==> src/rtl/ir_pkg.sv <==
// Shared NEC IR definitions: FSM state encoding, protocol durations in units, and the mark-state helper.
package ir_pkg;

    typedef enum logic [2:0] {
        IDLE       = 3'd0,
        LEAD_MARK  = 3'd1,
        LEAD_SPACE = 3'd2,
        BIT_MARK   = 3'd3,
        BIT_SPACE  = 3'd4,
        REP_SPACE  = 3'd5,
        STOP_MARK  = 3'd6,
        GAP        = 3'd7
    } ir_state_e;

    localparam int LEAD_MARK_UNITS  = 16;
    localparam int LEAD_SPACE_UNITS = 8;
    localparam int REP_SPACE_UNITS  = 4;
    localparam int ZERO_SPACE_UNITS = 1;
    localparam int ONE_SPACE_UNITS  = 3;
    localparam int STOP_UNITS       = 1;
    localparam int FRAME_BITS       = 32;

    function automatic logic is_mark(input ir_state_e s);
        return (s == LEAD_MARK) || (s == BIT_MARK) || (s == STOP_MARK);
    endfunction

endpackage

==> src/rtl/ir_carrier_gen.sv <==
// Square-wave carrier: phase high for CARRIER_HALF clocks, then low, restartable at each mark entry.
module ir_carrier_gen #(
    parameter int CARRIER_HALF = 658
) (
    input  logic clk,
    input  logic rst,
    input  logic restart,
    output logic phase
);

    localparam int CW = (CARRIER_HALF > 1) ? $clog2(CARRIER_HALF) : 1;

    logic [CW-1:0] cnt_q, cnt_d;
    logic          phase_q, phase_d;

    // Next-state logic: restart forces the high half to begin on the following clock
    always_comb begin
        cnt_d   = cnt_q;
        phase_d = phase_q;
        if (restart) begin
            cnt_d   = CW'(0);
            phase_d = 1'b1;
        end else if (cnt_q == CW'(CARRIER_HALF - 1)) begin
            cnt_d   = CW'(0);
            phase_d = ~phase_q;
        end else begin
            cnt_d   = cnt_q + CW'(1);
            phase_d = phase_q;
        end
    end

    // Carrier registers
    always_ff @(posedge clk or negedge rst) begin
        if (!rst) begin
            cnt_q   <= CW'(0);
            phase_q <= 1'b0;
        end else begin
            cnt_q   <= cnt_d;
            phase_q <= phase_d;
        end
    end

    assign phase = phase_q;

endmodule

==> src/rtl/ir_nec_tx.sv <==
// NEC infrared transmitter: frames {~cmd,cmd,~addr,addr} LSB first, followed by an idle gap.
// Optional repeat codes are enabled with the IR_NEC_TX_REPEAT_EN macro.
module ir_nec_tx
    import ir_pkg::*;
#(
    parameter int UNIT_CLKS    = 28125,
    parameter int CARRIER_HALF = 658,
    parameter int GAP_UNITS    = 72
) (
    input  logic       clk,
    input  logic       rst,
    input  logic       send,
    input  logic [7:0] addr,
    input  logic [7:0] cmd,
`ifdef IR_NEC_TX_REPEAT_EN
    input  logic       repeatSend,
`endif
    output logic       busy,
    output logic       done,
    output logic       irEnv,
    output logic       irOut
);

    localparam int UCW     = (UNIT_CLKS > 1) ? $clog2(UNIT_CLKS) : 1;
    localparam int DUR_MAX = (GAP_UNITS > LEAD_MARK_UNITS) ? GAP_UNITS : LEAD_MARK_UNITS;
    localparam int DW      = $clog2(DUR_MAX) + 1;

    ir_state_e      state_q, state_d;
    logic [UCW-1:0] unit_q, unit_d;
    logic [DW-1:0]  units_q, units_d;
    logic [5:0]     bit_q, bit_d;
    logic [31:0]    shift_q, shift_d;
    logic           busy_q, busy_d;
    logic           done_q, done_d;
    logic           env_q, env_d;
`ifdef IR_NEC_TX_REPEAT_EN
    logic           rep_q, rep_d;
    logic           sent_q, sent_d;
`endif

    logic [DW-1:0]  dur_s;
    logic           unit_wrap_s;
    logic           last_unit_s;
    logic           step_s;
    logic           restart_s;
    logic           phase_s;

    // Duration of the current state in units; a bit space depends on the bit being sent
    always_comb begin
        dur_s = DW'(1);
        case (state_q)
            LEAD_MARK:  dur_s = DW'(LEAD_MARK_UNITS);
            LEAD_SPACE: dur_s = DW'(LEAD_SPACE_UNITS);
            BIT_MARK:   dur_s = DW'(1);
            BIT_SPACE:  dur_s = shift_q[0] ? DW'(ONE_SPACE_UNITS) : DW'(ZERO_SPACE_UNITS);
            REP_SPACE:  dur_s = DW'(REP_SPACE_UNITS);
            STOP_MARK:  dur_s = DW'(STOP_UNITS);
            GAP:        dur_s = DW'(GAP_UNITS);
            default:    dur_s = DW'(1);
        endcase
    end

    assign unit_wrap_s = (unit_q == UCW'(UNIT_CLKS - 1));
    assign last_unit_s = (units_q == (dur_s - DW'(1)));
    assign step_s      = unit_wrap_s && last_unit_s;

    // FSM next-state, counters and registered-output values
    always_comb begin
        state_d = state_q;
        unit_d  = unit_q;
        units_d = units_q;
        bit_d   = bit_q;
        shift_d = shift_q;
        done_d  = 1'b0;
`ifdef IR_NEC_TX_REPEAT_EN
        rep_d   = rep_q;
        sent_d  = sent_q;
`endif
        if (state_q == IDLE) begin
            unit_d  = UCW'(0);
            units_d = DW'(0);
            if (send) begin
                state_d = LEAD_MARK;
                shift_d = {~cmd, cmd, ~addr, addr};
                bit_d   = 6'd0;
`ifdef IR_NEC_TX_REPEAT_EN
                rep_d   = 1'b0;
            end else if (repeatSend && sent_q) begin
                state_d = LEAD_MARK;
                rep_d   = 1'b1;
`endif
            end else begin
                state_d = IDLE;
            end
        end else begin
            unit_d = unit_wrap_s ? UCW'(0) : unit_q + UCW'(1);
            if (unit_wrap_s) begin
                units_d = last_unit_s ? DW'(0) : units_q + DW'(1);
            end else begin
                units_d = units_q;
            end
            if (step_s) begin
                case (state_q)
                    LEAD_MARK: begin
`ifdef IR_NEC_TX_REPEAT_EN
                        state_d = rep_q ? REP_SPACE : LEAD_SPACE;
`else
                        state_d = LEAD_SPACE;
`endif
                    end
                    LEAD_SPACE: state_d = BIT_MARK;
                    BIT_MARK:   state_d = BIT_SPACE;
                    BIT_SPACE: begin
                        shift_d = shift_q >> 1;
                        if (bit_q == 6'(FRAME_BITS - 1)) begin
                            bit_d   = 6'd0;
                            state_d = STOP_MARK;
                        end else begin
                            bit_d   = bit_q + 6'd1;
                            state_d = BIT_MARK;
                        end
                    end
                    REP_SPACE:  state_d = STOP_MARK;
                    STOP_MARK:  state_d = GAP;
                    GAP: begin
                        state_d = IDLE;
                        done_d  = 1'b1;
`ifdef IR_NEC_TX_REPEAT_EN
                        sent_d  = 1'b1;
`endif
                    end
                    default:    state_d = IDLE;
                endcase
            end else begin
                state_d = state_q;
            end
        end
    end

    assign busy_d    = (state_d != IDLE);
    assign env_d     = is_mark(state_d);
    assign restart_s = is_mark(state_d) && !is_mark(state_q);

    // FSM state, counters and registered outputs
    always_ff @(posedge clk or negedge rst) begin
        if (!rst) begin
            state_q <= IDLE;
            unit_q  <= UCW'(0);
            units_q <= DW'(0);
            bit_q   <= 6'd0;
            shift_q <= 32'd0;
            busy_q  <= 1'b0;
            done_q  <= 1'b0;
            env_q   <= 1'b0;
`ifdef IR_NEC_TX_REPEAT_EN
            rep_q   <= 1'b0;
            sent_q  <= 1'b0;
`endif
        end else begin
            state_q <= state_d;
            unit_q  <= unit_d;
            units_q <= units_d;
            bit_q   <= bit_d;
            shift_q <= shift_d;
            busy_q  <= busy_d;
            done_q  <= done_d;
            env_q   <= env_d;
`ifdef IR_NEC_TX_REPEAT_EN
            rep_q   <= rep_d;
            sent_q  <= sent_d;
`endif
        end
    end

    ir_carrier_gen #(
        .CARRIER_HALF(CARRIER_HALF)
    ) u_carrier (
        .clk    (clk),
        .rst    (rst),
        .restart(restart_s),
        .phase  (phase_s)
    );

    assign busy  = busy_q;
    assign done  = done_q;
    assign irEnv = env_q;
    assign irOut = env_q & phase_s;

endmodule

==> config.mk <==
export PLATFORM = sky130hd
export DESIGN_NAME = ir_nec_tx
export DESIGN_NICKNAME = d
export VERILOG_FILES = /design/src/rtl/ir_pkg.sv /design/src/rtl/ir_carrier_gen.sv /design/src/rtl/ir_nec_tx.sv
export SDC_FILE = /design/constraint.sdc
export NUM_CORES = 1
export LEC_CHECK = 0
export ABC_CLOCK_PERIOD_IN_PS = 3400
export CAP_MARGIN = 20
export CELL_PAD_IN_SITES_DETAIL_PLACEMENT = 1
export CELL_PAD_IN_SITES_GLOBAL_PLACEMENT = 1
export CORE_MARGIN = 3
export CORE_UTILIZATION = 40
export CTS_BUF_LIST = sky130_fd_sc_hd__clkbuf_4 sky130_fd_sc_hd__clkbuf_8 sky130_fd_sc_hd__clkbuf_16
export DETAILED_ROUTE_END_ITERATION = 8
export PLACE_DENSITY_LB_ADDON = 0.1
export SETUP_SLACK_MARGIN = 0.5
export SKIP_CTS_REPAIR_TIMING = 1
export SLEW_MARGIN = 10
export SYNTH_ARGS = -nofsm -noshare
export SYNTH_HDL_FRONTEND = slang
export SYNTH_SLANG_ARGS = --single-unit
==> constraint.sdc <==
create_clock -name clk -period 3.4 [get_ports clk]
set_input_delay 0.51 -clock clk [delete_from_list [all_inputs] [get_ports clk]]
set_output_delay 0.51 -clock clk [all_outputs]
set_load 0.02 [all_outputs]
==> impl_metrics.env <==
export IMPL_status="finished, final reports clean"
export IMPL_p_total_uw=1860
export IMPL_relSlewSlack_pct=66.4
export IMPL_area_delta_synth_final_pct=22.8
export IMPL_maxCapViolCount=0
export IMPL_drv_slew=0
export IMPL_r2r_cells=12
export IMPL_hpwl_mm=6.45
export IMPL_wl_per_cell_um=16.1
export IMPL_critPathMaxFanout=8
export IMPL_crit_arrival_ns=3.08
export IMPL_slowest_stage="dfrtp_1"
export IMPL_r2r_start="state_q[2]"
export IMPL_final_area_sq_um=5070
export IMPL_fp_dieArea_sq_um=11600
export IMPL_rr_endpoint="shift_q[1]"
export IMPL_powerDensity_nw_per_um2=368
export IMPL_place_gp_congestion=0.770
export IMPL_fin_crit_ns=2.85
export IMPL_firstDrtPassIters=4
export IMPL_setup_tns_ns=0
export IMPL_cts_root_buf="clkbuf_8"
export IMPL_die_h_um=108
export IMPL_rows=36
export IMPL_grt_pass1_vias=3374
export IMPL_crit_type="reg -> reg"
export IMPL_fin_crit_sh_pct=84.0
export IMPL_cts_made_buffers=9
export IMPL_num_antenna_cells=0
export IMPL_synthFlopType="dfrtp_1"
export IMPL_die_w_um=108
export IMPL_crit_chain="nand2b_4, xnor2_4, ha_4, xor2_4, a21oi_2, o21a_1, nor3_4, nand2_4, o31ai_4, buf_6, clkbuf_16, mux2_2"
export IMPL_yosysWarnings=0
export IMPL_layout_commonest_cell="nand2_1"
export IMPL_tightest_slew_ns=0.503
export IMPL_wl_mm=9.89
export IMPL_total_leakage_power_uw=0.00211
export IMPL_max_stage_delay_ns=0.42
export IMPL_hold_class="in -> async"
export IMPL_placed_area_sq_um=4520
export IMPL_start_util_pct=41.7
export IMPL_crit_start="state_q[2]"
export IMPL_rrSetupSlack_ns=0.55
export IMPL_syn_avg_cell_area_sq_um=9.42
export IMPL_synth_edf_count=0
export IMPL_crit_path_end_kind="flop"
export IMPL_final_core_util_pct=51.1
export IMPL_setup_violations=0
export IMPL_first_iter_violations=173
export IMPL_remaining_drc_errors=0
export IMPL_cp_data_required_time_ns=3.63
export IMPL_cts_sinks=78
export IMPL_grt_max_degree=79
export IMPL_mostFrequentLayoutCells="nand2_1 (88), dfrtp_1 (76), nor2_1 (38)"
export IMPL_vdd_drop_max_uv=219
export IMPL_fmax_mhz=350
export IMPL_nNetsFinal=501
export IMPL_async_flop_share_pct=100
export IMPL_skew_ns=0.0131
export IMPL_synth_area_sq_um=4130
export IMPL_syn_num_nets=464
export IMPL_ys_types=50
export IMPL_clk_latency_ns=0.35
export IMPL_cts_tree="done"
export IMPL_antenna_left=0
export IMPL_hold_viol_final=0
export IMPL_cts_htree_levels=3
export IMPL_io_pins=23
export IMPL_grt_total_usage_pct=18.0
export IMPL_grt_antenna_before_repair=0
export IMPL_crit_path_start_kind="flop"
export IMPL_path_clk_slew_ns=0.08
export IMPL_grt_pass1_wl_mm=16.8
export IMPL_drive_above_1_share_pct=18.1
export IMPL_num_vias=3259
export IMPL_synthCells=438
export IMPL_fillers=1107
export IMPL_core_area_sq_um=9910
export IMPL_via_per_inst=5.32
export IMPL_grt_ovfl_total=0
export IMPL_rsz0062_at_grt="false"
export IMPL_ctsLongestPathBuffers=2
export IMPL_io_buffers=22
export IMPL_synth_seq_cells=78
export IMPL_yosysSeqAreaShare_pct=47.3
## final cells by class
type | instances | area [sq um] | share of cell area [%]
clock inverters | 3 | 90.1 | 1.78
repair buffers | 48 | 512 | 10.1
flip-flops and latches | 78 | 1950 | 38.6
multi-input cells | 331 | 2150 | 42.5
clock buffers | 13 | 166 | 3.28
inverters | 7 | 26.3 | 0.519
well taps | 133 | 166 | 3.28
## how the worst max path moves through the flow
stage	to	slack, ns	cells after the start
global route	bit_q[4]	0.44	12
global placement	shift_q[28]	0.47	11
CTS	shift_q[17]	0.29	11
finish	shift_q[1]	0.55	12
floorplan	shift_q[22]	0.50	12
detailed placement	shift_q[12]	0.33	11
## metrics by stage
step	hold slack, ns	setup slack (ns)	cells
after CTS	0.382	0.291	598
after floorplan	0.214	0.497	438
after global placement	0.469	0.466	582
after global routing	0.117	0.443	613
final	0.101	0.546	613
after detailed placement	0.475	0.328	582
## state kept, by name, indices dropped and copies added, names as in the netlist
signal	count
bit_q	6
busy	1
done	1
irEnv	1
shift_q	32
state_q	3
u_carrier.cnt_q	10
u_carrier.phase	1
unit_q	15
units_q	8
## logic make-up (layout without fill, tap and decap cells)
logic type / count (synthesis) / in the layout / share of synthesized area [%]
AND/OR/NAND/NOR: 204 / 204 / 22.9
flip-flops: 78 / 78 / 47.3
AO/OA/AOI/OAI: 56 / 56 / 8.73
multiplexers: 35 / 35 / 9.46
XOR/XNOR: 29 / 29 / 6.15
buffers and inverters: 29 / 71 / 3.30
adder cells (fa/ha/maj): 7 / 7 / 2.12
## critical path: cells and delay by family, from the launching register on
kind                     cells  cell delay [ns]
multiplexers                 1             0.33
AO/OA/AOI/OAI                3             0.51
AND/OR/NAND/NOR              3             0.56
flip-flops                   1             0.42
adder cells (fa/ha/maj)      1             0.21
buffers and inverters        2             0.34
XOR/XNOR                     2             0.37
## routing by layer
metal  global-route usage [%]  up-vias  part of all wire (%)
li1                         -     1574                     -
met2                     29.0       35                    48
met1                     25.3     1642                    49
met4                     5.14        0                  0.86
met5                        0        -                     0
met3                     2.70        8                   2.0
## report_power, final
part	internal (uW)	switching [uW]
clock	546	344
combinational	21.8	26.0
sequential	927	0
## cells in the mapped netlist, types with 3 or more instances
cell        n  area share [%]
nand2b_1    4            0.61
mux2_2     27             7.4
a2bb2oi_1   3            0.64
mux2i_1     3            0.73
xnor2_1    13             2.8
buf_6       3            0.82
xor2_1     16             3.4
nand2_1    88             8.0
o21ai_0    27             3.3
a31oi_1     3            0.45
nand3_1    23             2.8
clkbuf_1   16             1.5
nor3_1     13             1.6
mux2_1      5             1.4
inv_1       7            0.64
nor2_1     39             3.5
ha_1        7             2.1
dfrtp_1    78              47
and3_1     15             2.3
a21oi_1     9             1.1
a221o_1     3            0.73
No activity file was read; power rests on OpenSTA's default activity.
